$ cat src/rtl/i_cache_ctrl.sv
// Direct-mapped instruction cache controller sitting between the fetch stage and a
// 128-bit block-read instruction memory. Hits return a word combinationally; misses
// stall the CPU, fetch the whole block, fill the line and let the fetch replay.
// Optional hit/miss performance counters are enabled with ICACHE_PERF_CNT_EN.
module i_cache_ctrl #(
  parameter int unsigned NUM_LINES = 8,
  parameter int unsigned INDEX_W   = 3,
  parameter int unsigned TAG_W     = 25
) (
  input  logic         CLK,
  input  logic         RESET,
  input  logic [31:0]  PC_ADDR,
  input  logic         PC_VALID,
  output logic [31:0]  INSTR,
  output logic         CPU_BUSYWAIT,
  output logic         MEM_READ_EN,
  output logic [27:0]  MEM_READ_ADDR,
  input  logic [127:0] MEM_READ_DATA,
  input  logic         MEM_BUSYWAIT
`ifdef ICACHE_PERF_CNT_EN
  ,
  output logic [31:0]  HIT_COUNT,
  output logic [31:0]  MISS_COUNT
`endif
);

  typedef enum logic [1:0] {StIdle, StMemRead, StUpdate} state_e;

  state_e state_q, state_d;

  logic [NUM_LINES-1:0] valid_q;
  logic [TAG_W-1:0]     tag_q  [NUM_LINES];
  logic [127:0]         data_q [NUM_LINES];
  logic [27:0]          miss_addr_q, miss_addr_d;

  logic [INDEX_W-1:0] pc_index;
  logic [TAG_W-1:0]   pc_tag;
  logic [1:0]         pc_offset;
  logic [127:0]       line_data;
  logic               hit;
  logic               miss;
  logic               fill_we;
  logic [INDEX_W-1:0] fill_index;
  logic [TAG_W-1:0]   fill_tag;

  // Byte-within-word bits carry no information for word-aligned fetches.
  logic unused_pc_byte;
  assign unused_pc_byte = ^PC_ADDR[1:0];

  assign pc_offset  = PC_ADDR[3:2];
  assign pc_index   = PC_ADDR[4+INDEX_W-1:4];
  assign pc_tag     = PC_ADDR[31:4+INDEX_W];
  assign fill_index = miss_addr_q[INDEX_W-1:0];
  assign fill_tag   = miss_addr_q[27:INDEX_W];

  assign line_data = data_q[pc_index];
  assign hit       = PC_VALID & valid_q[pc_index] & (tag_q[pc_index] == pc_tag);
  assign miss      = PC_VALID & ~hit;

  assign MEM_READ_ADDR = miss_addr_q;

  // Word select from the indexed line; only meaningful on a hit.
  always_comb begin
    INSTR = line_data[31:0];
    unique case (pc_offset)
      2'd0: INSTR = line_data[31:0];
      2'd1: INSTR = line_data[63:32];
      2'd2: INSTR = line_data[95:64];
      2'd3: INSTR = line_data[127:96];
      default: INSTR = line_data[31:0];
    endcase
  end

  // Next-state, stall and memory-request decode.
  always_comb begin
    state_d      = state_q;
    miss_addr_d  = miss_addr_q;
    CPU_BUSYWAIT = 1'b0;
    MEM_READ_EN  = 1'b0;
    fill_we      = 1'b0;
    unique case (state_q)
      StIdle: begin
        CPU_BUSYWAIT = miss;
        if (miss) begin
          miss_addr_d = PC_ADDR[31:4];
          state_d     = StMemRead;
        end
      end
      StMemRead: begin
        MEM_READ_EN  = 1'b1;
        CPU_BUSYWAIT = 1'b1;
        // First cycle always reads busy, so data is never taken before the memory is ready.
        if (!MEM_BUSYWAIT) begin
          fill_we = 1'b1;
          state_d = StUpdate;
        end
      end
      StUpdate: begin
        CPU_BUSYWAIT = 1'b1;
        state_d      = StIdle;
      end
      default: state_d = StIdle;
    endcase
  end

  // Control state, miss address and valid bits; reset aborts any fill in flight.
  always_ff @(posedge CLK) begin
    if (RESET) begin
      state_q     <= StIdle;
      miss_addr_q <= '0;
      valid_q     <= '0;
    end else begin
      state_q     <= state_d;
      miss_addr_q <= miss_addr_d;
      if (fill_we) begin
        valid_q[fill_index] <= 1'b1;
      end
    end
  end

  // Tag and data arrays; filled from the latched miss address, never the live PC.
  always_ff @(posedge CLK) begin
    if (fill_we && !RESET) begin
      tag_q[fill_index]  <= fill_tag;
      data_q[fill_index] <= MEM_READ_DATA;
    end
  end

`ifdef ICACHE_PERF_CNT_EN
  // Hit/miss event counters; free-running and wrapping.
  always_ff @(posedge CLK) begin
    if (RESET) begin
      HIT_COUNT  <= '0;
      MISS_COUNT <= '0;
    end else if (state_q == StIdle) begin
      if (hit) begin
        HIT_COUNT <= HIT_COUNT + 32'd1;
      end
      if (miss) begin
        MISS_COUNT <= MISS_COUNT + 32'd1;
      end
    end
  end
`endif

endmodule

$ cat config.mk
export PLATFORM = sky130hd
export DESIGN_NAME = i_cache_ctrl
export DESIGN_NICKNAME = d
export VERILOG_FILES = /design/src/rtl/i_cache_ctrl.sv
export SDC_FILE = /design/constraint.sdc
export NUM_CORES = 1
export LEC_CHECK = 0
export CAP_MARGIN = 20
export CORE_MARGIN = 2
export CORE_UTILIZATION = 55
export DETAILED_ROUTE_END_ITERATION = 8
export GPL_TIMING_DRIVEN = 0
export HOLD_SLACK_MARGIN = 0.02
export PLACE_DENSITY_LB_ADDON = 0.3
export SYNTH_ARGS = -nofsm -noshare
export SYNTH_HDL_FRONTEND = slang
export SYNTH_SLANG_ARGS = --single-unit
export TNS_END_PERCENT = 1
$ cat constraint.sdc
create_clock -name CLK -period 28 [get_ports CLK]
set_input_delay 5.6 -clock CLK [delete_from_list [all_inputs] [get_ports CLK]]
set_output_delay 5.6 -clock CLK [all_outputs]
set_load 0.005 [all_outputs]
==> metrics.txt <==
# TYPE chip_impl_metric gauge
chip_impl_info{name="outcome",value="finished, final reports clean"} 1
chip_impl_metric{name="vias_per_cell",unit=""} 6.240
chip_impl_metric{name="postSynthCellCount",unit=""} 1986
chip_impl_metric{name="finalNetCount",unit=""} 2588
chip_impl_metric{name="period_share",unit="%"} 55.60
chip_impl_metric{name="setup_tns",unit="ns"} 0
chip_impl_metric{name="final_hold_viol_count",unit=""} 0
chip_impl_metric{name="global_route.overflow_total",unit=""} 0
chip_impl_metric{name="largest_net_degree_at_the_start_of_global_routing",unit=""} 26
chip_impl_metric{name="number_of_buffers_added_on_ports",unit=""} 219
chip_impl_metric{name="grt_pass1_wl",unit="um"} 163800
chip_impl_info{name="grt_setup_unrepaired",value="no"} 1
chip_impl_metric{name="setup.reg_to_reg.worst_slack",unit="ns"} 24.61
chip_impl_metric{name="ctsLongestPathBuffers",unit=""} 3
chip_impl_info{name="class_of_the_worst_hold_path",value="reg -> reg"} 1
chip_impl_info{name="setup.worst_path.end_class",value="primary output"} 1
chip_impl_metric{name="post_cts_resized",unit=""} 0
chip_impl_metric{name="fp.dieW",unit="um"} 299.7
chip_impl_info{name="worstHoldEndpoint",value="valid_q[7]$_SDFFE_PP0P_"} 1
chip_impl_metric{name="die_height",unit="um"} 299.7
chip_impl_metric{name="detailedRoute.firstPassIterationCount",unit=""} 5
chip_impl_metric{name="synth_compound_gate_area_share",unit="%"} 0.8249
chip_impl_metric{name="synth_simple_gate_area_share",unit="%"} 0.7208
chip_impl_metric{name="setup_violations",unit=""} 0
chip_impl_info{name="setup.worst_path.start_class",value="input pin"} 1
chip_impl_metric{name="final.fill_count",unit=""} 5326
chip_impl_metric{name="htree_levels",unit=""} 3
chip_impl_metric{name="async_reset_ff_share",unit="%"} 0
chip_impl_metric{name="drt_total_wl",unit="um"} 113400
chip_impl_metric{name="vdd_ir_drop_max",unit="V"} 0.00005864
chip_impl_info{name="ctsRootBufferMaster",value="sky130_fd_sc_hd__clkbuf_16"} 1
chip_impl_metric{name="hold_ws",unit="ns"} 0.4574
chip_impl_metric{name="syn-num-nets",unit=""} 2154
chip_impl_metric{name="place_hpwl",unit="um"} 73940
chip_impl_metric{name="yosysWarnings",unit=""} 0
chip_impl_info{name="tritoncts",value="built"} 1
chip_impl_info{name="crit-reg2reg-launch",value="state_q[1]$_SDFFE_PP0P_"} 1
chip_impl_metric{name="timing.critical_path.arrival",unit="ns"} 9.97
chip_impl_metric{name="io-pin-count",unit=""} 226
chip_impl_metric{name="cts_num_sinks",unit=""} 1262
chip_impl_metric{name="critical_path_required",unit="ns"} 22.40
chip_impl_metric{name="synth_xor_area_share",unit="%"} 0.2732
chip_impl_metric{name="yosys-mux-area-fraction",unit="%"} 18.96
chip_impl_info{name="hp-start",value="valid_q[7]$_SDFFE_PP0P_"} 1
chip_impl_metric{name="wl_per_cell",unit="um"} 30.78
chip_impl_metric{name="num_rows",unit=""} 108
chip_impl_metric{name="area_share_of_the_largest_cell_type_after_synthesis",unit="%"} 76.45
chip_impl_metric{name="min_path_cells",unit=""} 1
chip_impl_metric{name="gr-usage-all-layers",unit="%"} 25.57
chip_impl_metric{name="timing_worst_slew_pin_value",unit="ns"} 1.148
chip_impl_metric{name="final_core_utilization",unit="%"} 66.06
chip_impl_info{name="yosys_most_used_dff",value="sky130_fd_sc_hd__edfxtp_1"} 1
chip_impl_metric{name="gp_routability_congestion",unit=""} 0.7672
chip_impl_metric{name="holdBufCountCts",unit=""} 0
chip_impl_info{name="yosys-top-cells-area",value="sky130_fd_sc_hd__edfxtp_1, sky130_fd_sc_hd__mux4_2, sky130_fd_sc_hd__mux2i_1"} 1
chip_impl_metric{name="grt_pass1_vias",unit=""} 23940
chip_impl_metric{name="syn2layout_area_growth",unit="%"} 19.19
chip_impl_info{name="timing.setup.critical_path_class",value="in -> out"} 1
chip_impl_info{name="main_combinational_cell_family_by_area_after_synthesis",value="multiplexers"} 1
chip_impl_metric{name="ys_seq_elements",unit=""} 1262
chip_impl_metric{name="clk_pin_slew_worst_paths",unit="ns"} 0.06
chip_impl_metric{name="number_of_enable_flip_flop_cells_after_synthesis",unit=""} 1224
chip_impl_metric{name="netlist_area",unit="um^2"} 48080
chip_impl_metric{name="cap_viol_max_count",unit=""} 0
chip_impl_metric{name="route.antenna.remaining_nets",unit=""} 0
chip_impl_metric{name="dieArea",unit="um^2"} 89800
chip_impl_metric{name="timing.slew.headroom",unit="%"} 23.47
chip_impl_metric{name="slew_violations",unit=""} 0
chip_impl_info{name="timing.critical_path.slowest_stage_cell",value="sky130_fd_sc_hd__mux4_2"} 1
chip_impl_info{name="synth_area_leader_cell",value="sky130_fd_sc_hd__edfxtp_1"} 1
chip_impl_metric{name="drc",unit=""} 0
chip_impl_metric{name="fraction_of_layout_instances_using_a_drive_strength_above_1",unit="%"} 27.91
chip_impl_metric{name="num_vias",unit=""} 22980
chip_impl_metric{name="synth_sequential_area_ratio",unit="%"} 78.03
chip_impl_metric{name="timing.fmax",unit="GHz"} 0.06424
chip_impl_info{name="synth.top_cells.by_count",value="sky130_fd_sc_hd__edfxtp_1, sky130_fd_sc_hd__mux4_2, sky130_fd_sc_hd__mux2i_1, sky130_fd_sc_hd__clkbuf_1, sky130_fd_sc_hd__nor2_1"} 1
chip_impl_metric{name="cts-buffers-inserted",unit=""} 121
chip_impl_metric{name="post-cts-setup-buffers",unit=""} 0
chip_impl_info{name="r2r-end",value="data_q[1][118]$_DFFE_PP_"} 1
chip_impl_metric{name="critical-path-max-stage-delay",unit="ns"} 0.60
chip_impl_metric{name="synth-adder-area-share",unit="%"} 0.1041
chip_impl_metric{name="critical_path_fanouts_max",unit=""} 10
chip_impl_metric{name="timing.clock.skew",unit="ns"} 0.04171
chip_impl_metric{name="powerDensity",unit="nW/um^2"} 70.19
chip_impl_metric{name="clock_latency",unit="ns"} 0.69
chip_impl_info{name="most_repeated_cell_in_the_gate_level_netlist_after_synthesis",value="sky130_fd_sc_hd__edfxtp_1"} 1
chip_impl_metric{name="drt_iter0_drc",unit=""} 2792
chip_impl_metric{name="static-leakage-power",unit="nW"} 18.37
chip_impl_metric{name="synth.distinct_cells",unit=""} 47
chip_impl_metric{name="grt_antenna_before_repair",unit=""} 25
chip_impl_metric{name="min_period",unit="ns"} 15.57
chip_impl_metric{name="core",unit="um^2"} 86750
chip_impl_metric{name="start_util",unit="%"} 55.42
chip_impl_metric{name="syn_avg_cell_area",unit="um^2"} 24.21
chip_impl_info{name="path_cells",value="clkdlybuf4s50_1 -> buf_2 -> buf_6 -> buf_6 -> buf_6 -> buf_2 -> buf_2 -> mux4_2 -> mux4_2 -> mux2_2 -> clkdlybuf4s50_1"} 1
chip_impl_metric{name="rr_worst_depth",unit=""} 9
-- worst max path at each step --
stage | startpoint | endpoint | slack, ns | cells past startpoint
global placement | RESET | data_q[0][56]$_DFFE_PP_ | -1.29 | 4
finish | PC_ADDR[4] | INSTR[1] | 12.43 | 11
global route | PC_ADDR[4] | INSTR[4] | 12.30 | 11
floorplan | MEM_BUSYWAIT | data_q[1][0]$_DFFE_PP_ | 10.90 | 3
CTS | PC_ADDR[4] | INSTR[1] | 12.39 | 11
detailed placement | PC_ADDR[4] | INSTR[1] | 12.41 | 11
-- power by group --
group          total, mW  switching, mW  internal, mW
Clock               1.62          0.675         0.942
Combinational      0.277          0.142         0.136
Sequential          2.13         0.0195          2.11
-- critical path: cells and delay by family --
kind	cells	cell delay (ns)
mux	3	1.40
buf+inv	8	2.95
-- routing by layer --
layer | up-vias | track usage, % | routed length (um)
li1 | 9434 | - | -
met1 | 12170 | 34.90 | 43110
met2 | 1145 | 41.04 | 56550
met3 | 192 | 6.574 | 10630
met4 | 38 | 8.214 | 2841
met5 | - | 0 | 236
-- layout by cell type (no fill, tap or decap), types with 4 or more instances in the layout --
master                            instances
sky130_fd_sc_hd__mux2i_1                 87
sky130_fd_sc_hd__a21o_1                   9
sky130_fd_sc_hd__a22oi_1                 15
sky130_fd_sc_hd__mux4_2                 347
sky130_fd_sc_hd__buf_1                    7
sky130_fd_sc_hd__clkinv_2                21
sky130_fd_sc_hd__diode_2                  6
sky130_fd_sc_hd__clkinvlp_4               6
sky130_fd_sc_hd__a21oi_1                  7
sky130_fd_sc_hd__buf_2                   36
sky130_fd_sc_hd__nor2_4                   6
sky130_fd_sc_hd__inv_1                    4
sky130_fd_sc_hd__clkinv_1                31
sky130_fd_sc_hd__bufinv_16               14
sky130_fd_sc_hd__and3_1                   7
sky130_fd_sc_hd__dfxtp_1                 38
sky130_fd_sc_hd__mux2_2                  36
sky130_fd_sc_hd__clkbuf_1                69
sky130_fd_sc_hd__nand2b_1                 5
sky130_fd_sc_hd__ha_1                     4
sky130_fd_sc_hd__buf_8                    7
sky130_fd_sc_hd__nor2_1                  34
sky130_fd_sc_hd__clkdlybuf4s50_1        219
sky130_fd_sc_hd__buf_6                   49
sky130_fd_sc_hd__clkbuf_16              124
sky130_fd_sc_hd__xor2_1                  11
sky130_fd_sc_hd__nand2_1                  5
sky130_fd_sc_hd__xnor2_1                  4
sky130_fd_sc_hd__buf_16                  15
sky130_fd_sc_hd__o22ai_1                  8
sky130_fd_sc_hd__buf_12                  30
sky130_fd_sc_hd__edfxtp_1              1224
-- sequential cells by signal (all words and copies together) (netlist names) --
| register | flops |
|---|---|
| data_q | 1024 |
| state_q | 2 |
| valid_q | 8 |
| tag_q | 200 |
| MEM_READ_ADDR | 28 |
-- kinds of logic (layout without fill, tap and decap cells) --
| group | after synthesis | after routing |
|---|---|---|
| AOI/OAI and AO/OA | 55 | 55 |
| DFF | 1262 | 1262 |
| and+or+nand+nor | 73 | 73 |
| buffers and inverters | 105 | 641 |
| other | 0 | 6 |
| xor gates and xnor gates | 15 | 15 |
| adders and majority gates | 4 | 4 |
| muxes | 472 | 472 |
-- through the flow --
step / power (mW) / setup slack, ns / instances / area [um^2]
2_1_floorplan: 2.308 / 10.90 / 1986 / 48080
4_1_cts: 4.043 / 12.39 / 3673 / 57240
3_5_place_dp: 2.442 / 12.41 / 3448 / 53280
3_3_place_gp: 2.440 / -1.291 / 3360 / 51720
6_report: 4.022 / 12.43 / 3683 / 57310
5_1_grt: 4.130 / 12.30 / 3681 / 57300
-- final cells by class --
class                      instances  area [um^2]  share of cell area (%)
sequential                      1262        37520                   65.46
multi-input combinational        619        10090                   17.61
timing repair buffer             311         3754                   6.550
clock buffer                     151         3234                   5.644
tap                             1155         1445                   2.522
clock inverter                    74        724.4                   1.264
buffer                           100        506.7                  0.8842
inverter                           5        18.77                 0.03275
antenna                            6        15.01                 0.02620
No activity file was read; power rests on OpenSTA's default activity.
